[src/rtl/des128_round_ctrl.sv]
// rtl/des128_round_ctrl.sv - Feistel round sequencer for the 128-bit expanded-DES core
module des128_round_ctrl #(
    parameter int ROUNDS = 16
) (
    input  logic         clk,
    input  logic         rst,
    input  logic         start,
    input  logic         decrypt,
    input  logic [127:0] din,
    output logic         ready,
    output logic         busy,
    output logic [63:0]  f_r,
    output logic [3:0]   key_idx,
    input  logic [63:0]  f_out,
    output logic [127:0] dout,
    output logic         done
);

    typedef enum logic [1:0] {IDLE, ROUND, DONE} state_t;

    localparam logic [3:0] LAST = 4'(ROUNDS - 1);

    state_t      state, state_nx;
    logic [63:0] l_q, r_q;
    logic [3:0]  rnd;
    logic        dec;
    logic        accept;
    logic        last_rnd;

    assign f_r      = r_q;
    assign last_rnd = (rnd == LAST);

    always_comb begin
        state_nx = state;
        ready    = 1'b0;
        busy     = 1'b0;
        done     = 1'b0;
        accept   = 1'b0;
        key_idx  = 4'd0;
        case (state)
            IDLE: begin
                ready = 1'b1;
                if (start) begin
                    accept   = 1'b1;
                    state_nx = ROUND;
                end
            end
            ROUND: begin
                busy    = 1'b1;
                key_idx = dec ? (LAST - rnd) : rnd;
                if (last_rnd) begin
                    state_nx = DONE;
                end
            end
            DONE: begin
                ready    = 1'b1;
                done     = 1'b1;
                accept   = start;
                state_nx = start ? ROUND : IDLE;
            end
            default: state_nx = IDLE;
        endcase
    end

    always_ff @(posedge clk) begin
        if (rst) begin
            state <= IDLE;
        end else begin
            state <= state_nx;
        end
    end

    // The last round writes its result straight into dout with the halves swapped.
    always_ff @(posedge clk) begin
        if (rst) begin
            l_q  <= 64'd0;
            r_q  <= 64'd0;
            rnd  <= 4'd0;
            dec  <= 1'b0;
            dout <= 128'd0;
        end else if (accept) begin
            l_q <= din[127:64];
            r_q <= din[63:0];
            rnd <= 4'd0;
            dec <= decrypt;
        end else if (state == ROUND) begin
            l_q <= r_q;
            r_q <= l_q ^ f_out;
            rnd <= last_rnd ? 4'd0 : rnd + 4'd1;
            if (last_rnd) begin
                dout <= {l_q ^ f_out, r_q};
            end
        end
    end

endmodule
[config.mk]
export PLATFORM = sky130hd
export DESIGN_NAME = des128_round_ctrl
export DESIGN_NICKNAME = d
export VERILOG_FILES = /design/src/rtl/des128_round_ctrl.sv
export SDC_FILE = /design/constraint.sdc
export NUM_CORES = 1
export LEC_CHECK = 0
export CAP_MARGIN = 20
export CORE_MARGIN = 2
export CORE_UTILIZATION = 30
export DETAILED_ROUTE_END_ITERATION = 8
export PLACE_DENSITY_LB_ADDON = 0.1
export SYNTH_ARGS = -nofsm -noshare
export SYNTH_HDL_FRONTEND = slang
export SYNTH_SLANG_ARGS = --single-unit
[constraint.sdc]
create_clock -name clk -period 3.2 [get_ports clk]
set_clock_uncertainty 0.2 [all_clocks]
set_input_delay 0.64 -clock clk [delete_from_list [all_inputs] [get_ports clk]]
set_output_delay 0.64 -clock clk [all_outputs]
set_load 0.1 [all_outputs]
* Yosys cells after proc, flatten, opt, wreduce, memory -nomap -nowiden
Cells that the tools add are included.
W data, S select, Z words.
** Cells by class
- Equal/unequal tests :: 5
- Multiplexer cells :: 16
- Bitwise operators :: 2
- Add/sub/neg operators :: 2
- Reduce and logical (&&, ||, !) cells :: 6
** Operator list (count)
- $mux W64 :: 4
- $xor A64 B64 Y64 :: 1
- $mux W4 :: 3
- $pmux W2 S3 :: 1
- $mux W1 :: 5
- $add A4 B1 Y4 const B :: 1
- $eq A4 B4 Y1 const B :: 1
- $mux W2 :: 2
- $ne A2 B2 Y1 const B :: 2
- $reduce_or A2 Y1 :: 2
- $sub A4 B4 Y4 const A :: 1
- $reduce_and A3 Y1 :: 1
- $eq A2 B1 Y1 const B :: 1
- $eq A2 B2 Y1 const B :: 1
- $logic_not A2 Y1 :: 1
- $pmux W1 S2 :: 1
- $reduce_and A2 Y1 :: 1
- $reduce_bool A2 Y1 :: 1
- $not A1 Y1 :: 1
** Word-level totals
- Logic and storage cells :: 37
- Output and inout port bits :: 199
- Register bits :: 263
- Bits of input ports :: 196

* Depth between registers and ports, before layout
Gate-level depths: netlist of run 1.
- Depth after elaboration :: 4
- Mapped depth :: 6
- Mapped depth without buffers :: 4

* Worst setup path after synthesis of run 1
Ideal clock, no wire load.
- Path type :: register to output
- From :: register state[0]
- To :: output port key_idx[0]
- Buffers on the path :: 3
- Stages on the path, launching flop included :: 6
- Data required time :: 2360 ps
- Setup slack :: 145 ps
- Arrival time :: 2215 ps
- Cells stage by stage :: dfxtp_1 -> nand2b_1 -> buf_2 -> buf_2 -> buf_2 -> nor2_1
** On the way
- Longest elaborated chain between the ends :: 2
** Ends and longest elaborated chain
- from (decl) :: RTL line 23 : state_t state, state_nx;
- from (signal assigned) :: RTL line 69 : state <= state_nx;
- $eq A2 B1 Y1 :: RTL line 40 : case (state)
- $mux W4 :: RTL line 40
- to (decl) :: RTL line 13 : output logic [3:0] key_idx,
No other way between the ends.

* Worst setup path in the final report of run 1
Same ends and word-level chain as after synthesis.

==> results of run 1 <==
==> power groups by stage <==
stage / registers, uW / logic, uW / clock network (uW)
floorplan: 4220 / 622 / 0
global placement: 3660 / 1800 / 0
detailed placement: 3660 / 1810 / 0
CTS: 3590 / 1810 / 3780
global route: 3610 / 1910 / 3910
finish: 3590 / 1800 / 3650
==> Yosys cell counts <==
| cell | instances | area (um2) |
|---|---|---|
| o21ai_0 | 1 | 5.00 |
| buf_6 | 5 | 56.3 |
| buf_2 | 49 | 245 |
| xnor2_1 | 69 | 604 |
| clkbuf_1 | 56 | 210 |
| nand2_1 | 160 | 601 |
| and4b_1 | 1 | 10.0 |
| a32o_1 | 27 | 270 |
| xor2_1 | 1 | 8.76 |
| buf_4 | 4 | 30.0 |
| or3_1 | 1 | 6.26 |
| clkinv_1 | 1 | 3.75 |
| a21oi_1 | 168 | 841 |
| inv_1 | 2 | 7.51 |
| nand2b_1 | 2 | 12.5 |
| nand3_1 | 66 | 330 |
| a21boi_0 | 37 | 278 |
| nor2_1 | 6 | 22.5 |
| and2_1 | 1 | 6.26 |
| mux2i_1 | 101 | 1010 |
| nor2b_1 | 2 | 12.5 |
| a211oi_2 | 40 | 500 |
| buf_1 | 3 | 11.3 |
| nor3_1 | 2 | 10.0 |
| buf_8 | 6 | 90.1 |
| a22oi_1 | 64 | 480 |
| ha_1 | 2 | 25.0 |
| dfxtp_1 | 263 | 5270 |
| nand3b_1 | 1 | 7.51 |
| a211oi_1 | 25 | 188 |
| o211a_1 | 27 | 270 |
==> layout make-up <==
type | count | area share [%]
multi-input combinational | 804 | 33.9
sequential | 263 | 32.3
timing repair buffer | 416 | 23.2
clock buffer | 55 | 6.40
tap | 511 | 3.92
inverter | 3 | 0.131
clock inverter | 3 | 0.107
antenna | 3 | 0.0461
==> worst min-delay path: stages, from the launching register on <==
cell	delay, ns
dfxtp_1	0.30
nand2_1	0.05
mux2i_1	0.05
==> sequential cells by signal, summed over array words and instances (netlist names) <==
signal / cells
rnd: 4
dout: 128
f_r: 64
dec: 1
state: 2
l_q: 64
==> worst paths after layout <==
kind / to / slack (ns) / cells after the start
max: key_idx[0] / 0.55 / 3
min: dout[27]$_SDFFE_PP0P_ / 0.25 / 2
max reg2reg: dout[96]$_SDFFE_PP0P_ / 0.87 / 4
min reg2reg: dout[27]$_SDFFE_PP0P_ / 0.25 / 2
==> placed cells by master (no fill, tap or decap), drive strengths merged <==
| cell | count |
|---|---|
| inv | 3 |
| a21boi | 37 |
| and4b | 1 |
| clkinv | 2 |
| a21oi | 168 |
| nor2b | 2 |
| or3 | 1 |
| clkinvlp | 1 |
| and2 | 1 |
| nor2 | 6 |
| xor2 | 1 |
| clkdlybuf4s50 | 194 |
| o211a | 27 |
| nand2b | 2 |
| nand2 | 160 |
| ha | 2 |
| clkbuf | 55 |
| nand3b | 1 |
| dfxtp | 263 |
| o21ai | 1 |
| a22oi | 64 |
| nand3 | 66 |
| a211oi | 65 |
| a32o | 27 |
| xnor2 | 69 |
| buf | 222 |
| diode | 3 |
| nor3 | 2 |
| mux2i | 101 |
==> routing by layer <==
metal,vias to the layer above,wire length [um],part of all wire [%],track usage (%)
li1,4953,-,-,-
met1,4843,17800,44,25.9
met2,319,18300,45,30.9
met3,52,3350,8.3,6.23
met4,6,864,2.1,5.80
met5,-,35,0.087,0
==> kinds of logic after synthesis <==
kind of cell	share of synthesized area [%]
AO/OA/AOI/OAI	24.8
multiplexers	8.85
flip-flops	46.1
AND/OR/NAND/NOR	8.92
buffers and inverters	5.73
XOR/XNOR	5.37
adder cells (fa/ha/maj)	0.219
==> stage by stage <==
stage          instances  hold slack (ns)  power, uW  cell area [um2]  setup slack (ns)
4_1_cts             2055            0.257       9190            16300             0.557
3_5_place_dp        1997            0.249       5470            15200             0.736
5_1_grt             2057            0.268       9430            16300             0.492
3_3_place_gp        1997            0.243       5460            15200             0.755
2_1_floorplan       1193            0.260       4850            11400             0.145
6_report            2058            0.253       9040            16300             0.549
==> run summary, run 1 <==
Seq pwr share: 39.7%
Leak: 0.00616 uW
first-pass detailed-route iteration total: 4
Boundary Pins: 395
Clk pwr share: 40.4%
Max Clk Rate: 377 MHz
clock transition at the registers of the reported paths: 0.05 ns
DRC Markers: 0
via count: 10200
logic gate share of total power: 19.9%
Initial DRC Count: 474
Layout Utilization: 43.4%
total negative slack: 0 ns
internal power: 6270 uW
die area: 39600 um2
dpl hpwl: 26700 um
Core ar.: 37600 um2
share of layout cells above drive strength 1: 20.4%
wire length of the first global-routing pass: 60800 um
Avg Cell Area, Syn: 9.57 um2
min-delay src: dout[27]$_SDFFE_PP0P_
Seq/Total Area, Yosys: 46.1%
FF-to-FF Start: state[0]$_SDFFE_PP0P_
area occupied by multi-input gates: 5530 um2
vias in the first global route: 10000
initial antenna violation count: 5
final worst path period share: 82.8%
Final min period: 2.65 ns
register area: 5270 um2
Critical Path Slowest Stage Cell: dfxtp_1
Worst setup startpoint: state[0]$_SDFFE_PP0P_
Buffers & Inverters on Critical Path: 1
gpl congestion: 0.770
Worst Path Max Fanout: 8
RSZ-0062 raised after global routing: false
CTS tree: built
Syn. warnings: 0
row cnt: 71
PD cells: 555 nW/um2
final hold violation count: 0
GRT Util Overall: 19.7%
width of the die: 199 um
starting density of the core: 30.4%
GRT overflow: 0
CTS max path bufs: 3
clock sink total: 263
Num CTS Buffers: 34
Clk Latency, worst-skew pair: 0.51 ns
Synth Instances: 1193
# H-tree levels: 2
CP peak stage delay: 0.58 ns
PostCTS Resize Cnt: 0
Synth cell types: 31
Sw Ratio: 30.7%
DR vias/cell: 4.94
startpoint types: register
Yosys reg bits: 263
delay-heaviest family, CP: flip-flops
CP Data Required Time: 2.36 ns
hold_buf cts: 0
min-delay worst type: register to register
cell area after synthesis: 11400 um2
maximum vdd drop: 0.316 mV
Routed Antenna Nets: 0
WS Path Type: register to primary output
setup repair bufs after CTS: 0
Critical Path AT: 1.81 ns
worst-path cell chain: nand2b_4, nor2_1, buf_12
worst slew pin tran: 0.955 ns
final wirelength: 40300 um
nets@finish: 1720
Worst slew margin: 36.3%
Die H: 199 um
run status: finished clean
Worst Setup End Kind: primary output
wire length per cell: 19.6 um
Final setup viols: 0
number of port buffers: 394
maxcap violations: 0
Area Growth Syn to Fin: 42.7%
syn_nets: 1391
CTS Root Cell: clkbuf_16
# fillers: 3776
Slew Limit Fails: 0
largest net degree at the start of global routing: 169
Net Switching: 2770 uW
Power figures use the tool's default switching activity.
==> run 2, diff against run 1 <==
==> constraint.sdc (replaced) <==
create_clock -name clk -period 2.62 [get_ports clk]
set_clock_uncertainty 0.2 [all_clocks]
set_input_delay 0.524 -clock clk [delete_from_list [all_inputs] [get_ports clk]]
set_output_delay 0.524 -clock clk [all_outputs]
set_load 0.1 [all_outputs]
==> run 2 against run 1 <==
Register-to-register slack worse by 0.25 ns. Final area up 1.2%. Global-route usage down 0.26 points. Sequential cell count unchanged. Clock power up 24%. Clock-buffer cell count down 7. Largest cell class unchanged. Utilization up 0.53 points. Combinational power up 24%. Critical path type unchanged.
==> run summary, run 2 (synthesis gave the netlist of run 1 again) <==
worst reg2reg path endpoint: l_q[21]$_SDFFE_PP0P_
Final setup viols: 0 (unchanged)
Slew Limit Fails: 0 (unchanged)
DRC Markers: 0 (unchanged)
Clk pwr share: 40.7% (+0.3 points)
reg2reg path depth: 4 (unchanged)
leading cell type in the layout, fill and taps excluded: dfxtp_1
CP Data Required Time: 1.90 ns (-0.46 ns)
Sw Ratio: 30.5% (-0.18 points)
DR vias/cell: 4.96 (+0.26%)
share of layout cells above drive strength 1: 21.5% (+1.1 points)
Area Growth Syn to Fin: 44.5%
number of port buffers: 394 (unchanged)
Crit path depth: 3 (unchanged)
delay-heaviest family, CP: simple AND/OR/NAND/NOR gates
Critical Path Slowest Stage Cell: dfxtp_2
highest-count cells in the layout ignoring fill and taps: dfxtp_1 (262), buf_4 (211), clkdlybuf4s50_1 (194), a21oi_1 (168), nand2_1 (160)
CTS Root Cell: clkbuf_16
GRT overflow: 0 (unchanged)
clock sink total: 263 (unchanged)
Reg with most FFs: dout
Seq pwr share: 39.3% (-0.4 points)
busiest layer in global routing: met2
CTS max path bufs: 3 (unchanged)
Worst Path Max Fanout: 27 (+19)
Boundary Pins: 395 (unchanged)
Net Switching: 3400 uW (+23%)
# H-tree levels: 1 (-1)
setup repair bufs after CTS: 0 (unchanged)
met1 GRT Util: 25.3% (-0.60 points)
row cnt: 71 (unchanged)
nets@finish: 1728 (+0.47%)
FF-to-FF Start: state[1]$_SDFFE_PP0P_
RSZ-0062 raised after global routing: false
R2R Setup Slk: 0.62 ns (-0.25 ns)
worst slew pin tran: 0.739 ns (-0.216 ns)
final wirelength: 40200 um (-0.24%)
run status: finished clean
Tot Pwr: 11200 uW (+23%)
vias in the first global route: 10100 (+0.60%)
CP peak stage delay: 0.43 ns (-0.15 ns)
Layout Utilization: 43.9% (+0.53 points)
final worst path period share: 93.9%
Leak: 0.00627 uW (+1.8%)
Core ar.: 37600 um2 (unchanged)
Routed Antenna Nets: 0 (unchanged)
maxcap violations: 0 (unchanged)
width of the die: 199 um (unchanged)
internal power: 7750 uW (+24%)
pre-CTS setup slack: 0.241 ns (-0.496 ns)
total negative slack: 0 ns (unchanged)
Final min period: 2.46 ns
routing usage on met2: 31.6% (+0.67 points)
wire length of the first global-routing pass: 60300 um (-0.68%)
Clk Latency, worst-skew pair: 0.56 ns (+0.05 ns)
Critical Path AT: 1.74 ns (-0.07 ns)
initial antenna violation count: 4 (-1)
maximum vdd drop: 0.491 mV (+55%)
startpoint types: register
largest net degree at the start of global routing: 107 (-37%)
Initial DRC Count: 519 (+9.5%)
crit path capture: key_idx[0]
die area: 39600 um2 (unchanged)
Die H: 199 um (unchanged)
PD cells: 676 nW/um2 (+22%)
GRT Util Overall: 19.4% (-0.26 points)
Worst setup startpoint: state[0]$_SDFFE_PP0P_
gpl congestion: 0.791 (+2.7%)
WS Path Type: register to primary output
hold_buf cts: 0 (unchanged)
clock transition at the registers of the reported paths: 0.06 ns (about the same)
worst-path cell chain: nand2b_4, nor2_1, buf_12
Worst slew margin: 50.7% (+14 points)
min-delay worst type: primary input to register
Buffers & Inverters on Critical Path: 1 (unchanged)
logic gate share of total power: 20.0% (about the same)
Max Clk Rate: 407 MHz
max reg flops: 128 (unchanged)
starting density of the core: 30.4% (unchanged)
final hold violation count: 0 (unchanged)
Num CTS Buffers: 31 (-8.8%)
wire length per cell: 19.5 um (-0.63%)
CTS tree: built
PostCTS Resize Cnt: 1 (+1)
first-pass detailed-route iteration total: 5 (+1)
dpl hpwl: 27100 um (+1.6%)
Setup WS post-layout: 0.160 ns (-0.389 ns)
Worst Setup End Kind: primary output
GRT met3 Usage: 5.70% (-0.52 points)
via count: 10200 (+0.65%)
-- run 2: changes by cell type in the layout (fill, tap and decap cells not counted), sizes merged --
cell	previous run	this run
clkinvlp	1	0
buf	222	233
clkbuf	55	48
bufinv	0	3
diode	3	1
clkinv	2	6
-- run 2: how the worst min path moves through the flow --
stage	slack, ns	depth (start not counted)	startpoint	end
after detailed placement	0.25	2	dout[11]$_SDFFE_PP0P_	dout[11]$_SDFFE_PP0P_
after CTS	0.20	4	rst	dout[6]$_SDFFE_PP0P_
final	0.22	4	rst	dout[63]$_SDFFE_PP0P_
after global placement	0.24	2	dout[49]$_SDFFE_PP0P_	dout[49]$_SDFFE_PP0P_
after global routing	0.24	4	rst	dout[9]$_SDFFE_PP0P_
after floorplan	0.26	2	l_q[0]$_SDFFE_PP0P_	l_q[0]$_SDFFE_PP0P_
-- run 2: cell type report --
cell class | instances | area, um2
Antenna cell | 1 | 2.50
Clock buffer | 48 | 960
Clock inverter | 9 | 120
Fill cell | 3679 | 21100
Inverter | 3 | 21.3
Multi-Input combinational cell | 804 | 5530
Sequential cell | 263 | 5270
Tap cell | 511 | 639
Timing Repair Buffer | 427 | 3960
-- run 2: metal layers --
metal / routed length [um] / vias to the layer above
met5: 13 / -
met4: 934 / 2
met3: 3480 / 56
met2: 18200 / 316
met1: 17500 / 4886
li1: - / 4979
-- run 2: worst min-delay path, cell delays in order --
cell and delay, ns:
buf_6 0.10, inv_6 0.11, nand2_1 0.11, mux2i_1 0.05
-- run 2: power groups by stage --
stage / clock, uW / combinational (uW) / sequential (uW)
floorplan: 0 / 759 / 5160
global placement: 0 / 2240 / 4470
detailed placement: 0 / 2250 / 4470
CTS: 4670 / 2260 / 4380
global route: 4800 / 2370 / 4410
finish: 4540 / 2240 / 4380
-- run 2: metrics by stage --
stage,hold WS (ns),instance area [um2],instances
after floorplan,0.260,11400,1193
after global placement,0.242,15400,2008
after detailed placement,0.247,15400,2008
after CTS,0.198,16500,2065
after global routing,0.239,16500,2066
final,0.221,16500,2066
==> run 3, diff against run 2 <==
--- a/config.mk
+++ b/config.mk
@@ -6,6 +6,7 @@
 export NUM_CORES = 1
 export LEC_CHECK = 0
 export CAP_MARGIN = 20
+export CORE_ASPECT_RATIO = 0.75
 export CORE_MARGIN = 2
 export CORE_UTILIZATION = 30
 export DETAILED_ROUTE_END_ITERATION = 8
==> run 3 against run 2 <==
First-iteration DRC count is 5.0% higher. Critical path depth stayed put. Clock power is 12% lower. Clock-buffer cell count is 3 lower. Routed wire length is 1.8% higher. Utilization is 0.095 points lower. Sequential cell count stayed put. Largest cell class unchanged. Largest power group is now sequential cells.
==> run summary, run 3 (synthesis gave the netlist of run 1 again) <==
starting density of the core: 30.6% (+0.21 points)
RSZ-0062 raised after global routing: false
WS Path Type: register to primary output
nets@finish: 1724 (-0.23%)
Routed Antenna Nets: 0 (unchanged)
run status: finished clean
Area Growth Syn to Fin: 43.2%
vias in the first global route: 9974 (-0.99%)
Boundary Pins: 395 (unchanged)
PostCTS Resize Cnt: 0 (-1)
Leak: 0.00619 uW (-1.4%)
max reg flops: 128 (unchanged)
final worst path period share: 93.2% (-0.65 points)
Layout Cells excl Fill: 2052 (-0.68%)
GRT Util Overall: 19.9% (+0.48 points)
Final setup viols: 0 (unchanged)
share of layout cells above drive strength 1: 20.7% (-0.74 points)
initial antenna violation count: 3 (-1)
wire length per cell: 19.9 um (+2.5%)
wire length of the first global-routing pass: 62800 um (+4.0%)
Tot Pwr: 10600 uW (-4.5%)
number of port buffers: 394 (unchanged)
worst slew pin tran: 0.834 ns (+0.0952 ns)
DRC Markers: 0 (unchanged)
width of the die: 229 um (+15%)
first-pass detailed-route iteration total: 5 (unchanged)
Worst Setup End Kind: primary output
Setup WS post-layout: 0.177 ns (+0.0170 ns)
Final min period: 2.44 ns (-0.0170 ns)
Worst slew margin: 44.4% (-6.3 points)
maxcap violations: 0 (unchanged)
# fillers: 3646 (-0.90%)
Die H: 173 um (-13%)
CTS tree: built
# H-tree levels: 1 (unchanged)
final wirelength: 40900 um (+1.8%)
Initial DRC Count: 545 (+5.0%)
setup repair bufs after CTS: 0 (unchanged)
dpl hpwl: 28100 um (+3.6%)
DR vias/cell: 4.98 (+0.54%)
Reg with most FFs: dout
clock transition at the registers of the reported paths: 0.06 ns (about the same)
PD cells: 651 nW/um2 (-3.7%)
die area: 39700 um2 (about the same)
GRT overflow: 0 (unchanged)
Critical Path AT: 1.72 ns (-0.02 ns)
via count: 10200 (-0.14%)
CTS max path bufs: 3 (unchanged)
Core ar.: 37300 um2 (-0.68%)
largest net degree at the start of global routing: 90 (-16%)
Clk Latency, worst-skew pair: 0.56 ns (about the same)
total negative slack: 0 ns (unchanged)
startpoint types: register
min-delay worst type: primary input to register
CTS Root Cell: clkbuf_16
Worst Path Max Fanout: 46 (+70%)
maximum vdd drop: 0.395 mV (-20%)
Num CTS Buffers: 30 (-3.2%)
placed cells: 1998 (-0.50%)
highest-count cells in the layout ignoring fill and taps: dfxtp_1 (263), buf_4 (204), clkdlybuf4s50_1 (194), a21oi_1 (168), nand2_1 (160)
final hold violation count: 0 (unchanged)
Slew Limit Fails: 0 (unchanged)
row cnt: 61 (-14%)
hold_buf cts: 0 (unchanged)
leading cell type in the layout, fill and taps excluded: dfxtp_1
Max Clk Rate: 409 MHz (+0.70%)
pre-CTS setup slack: 0.255 ns (+0.0142 ns)
clock sink total: 263 (unchanged)
gpl congestion: 0.804 (+1.7%)
CP Data Required Time: 1.90 ns (about the same)
run 3: final cells by class:
cell class | instances | area [um2] | share of cell area [%]
timing repair buffer | 424 | 3990 | 24.4
tap | 504 | 631 | 3.86
clock inverter | 8 | 46.3 | 0.283
multi-input combinational | 804 | 5530 | 33.8
clock buffer | 45 | 868 | 5.31
antenna | 1 | 2.50 | 0.0153
sequential | 263 | 5270 | 32.2
inverter | 3 | 21.3 | 0.130
run 3: final timing paths:
path	from	to	slack [ns]	cells past startpoint
worst min-delay path	rst	dout[7]$_SDFFE_PP0P_	0.21	4
worst max-delay path	state[1]$_SDFFE_PP0P_	busy	0.18	3
worst max register to register	state[0]$_SDFFE_PP0P_	dout[19]$_SDFFE_PP0P_	0.69	5
worst min register to register	dout[31]$_SDFFE_PP0P_	dout[31]$_SDFFE_PP0P_	0.26	2
run 3: routing by layer:
metal | track usage, % | part of all wire, %
met1 | 28.3 | 48
met2 | 30.6 | 45
met3 | 4.62 | 6.0
met4 | 4.27 | 1.7
met5 | 0 | 0.066
run 3: power by group:
part,internal [uW],switching [uW],total [uW]
combinational,785,1480,2270
sequential,4190,191,4380
clock,2270,1730,4000
run 3: worst max-delay path, cell delays in order, from the launching register on:
cell	delay [ns]
dfxtp_1	0.33
nand2b_4	0.20
inv_6	0.35
buf_12	0.24
run 3: stage by stage:
stage,instance area [um2],util [%],hold slack [ns]
final,16300,43.8,0.212
after global routing,16300,43.8,0.198
after CTS,16300,43.8,0.177
after detailed placement,15400,41.3,0.248
after global placement,15400,41.3,0.243
after floorplan,11400,-,0.260
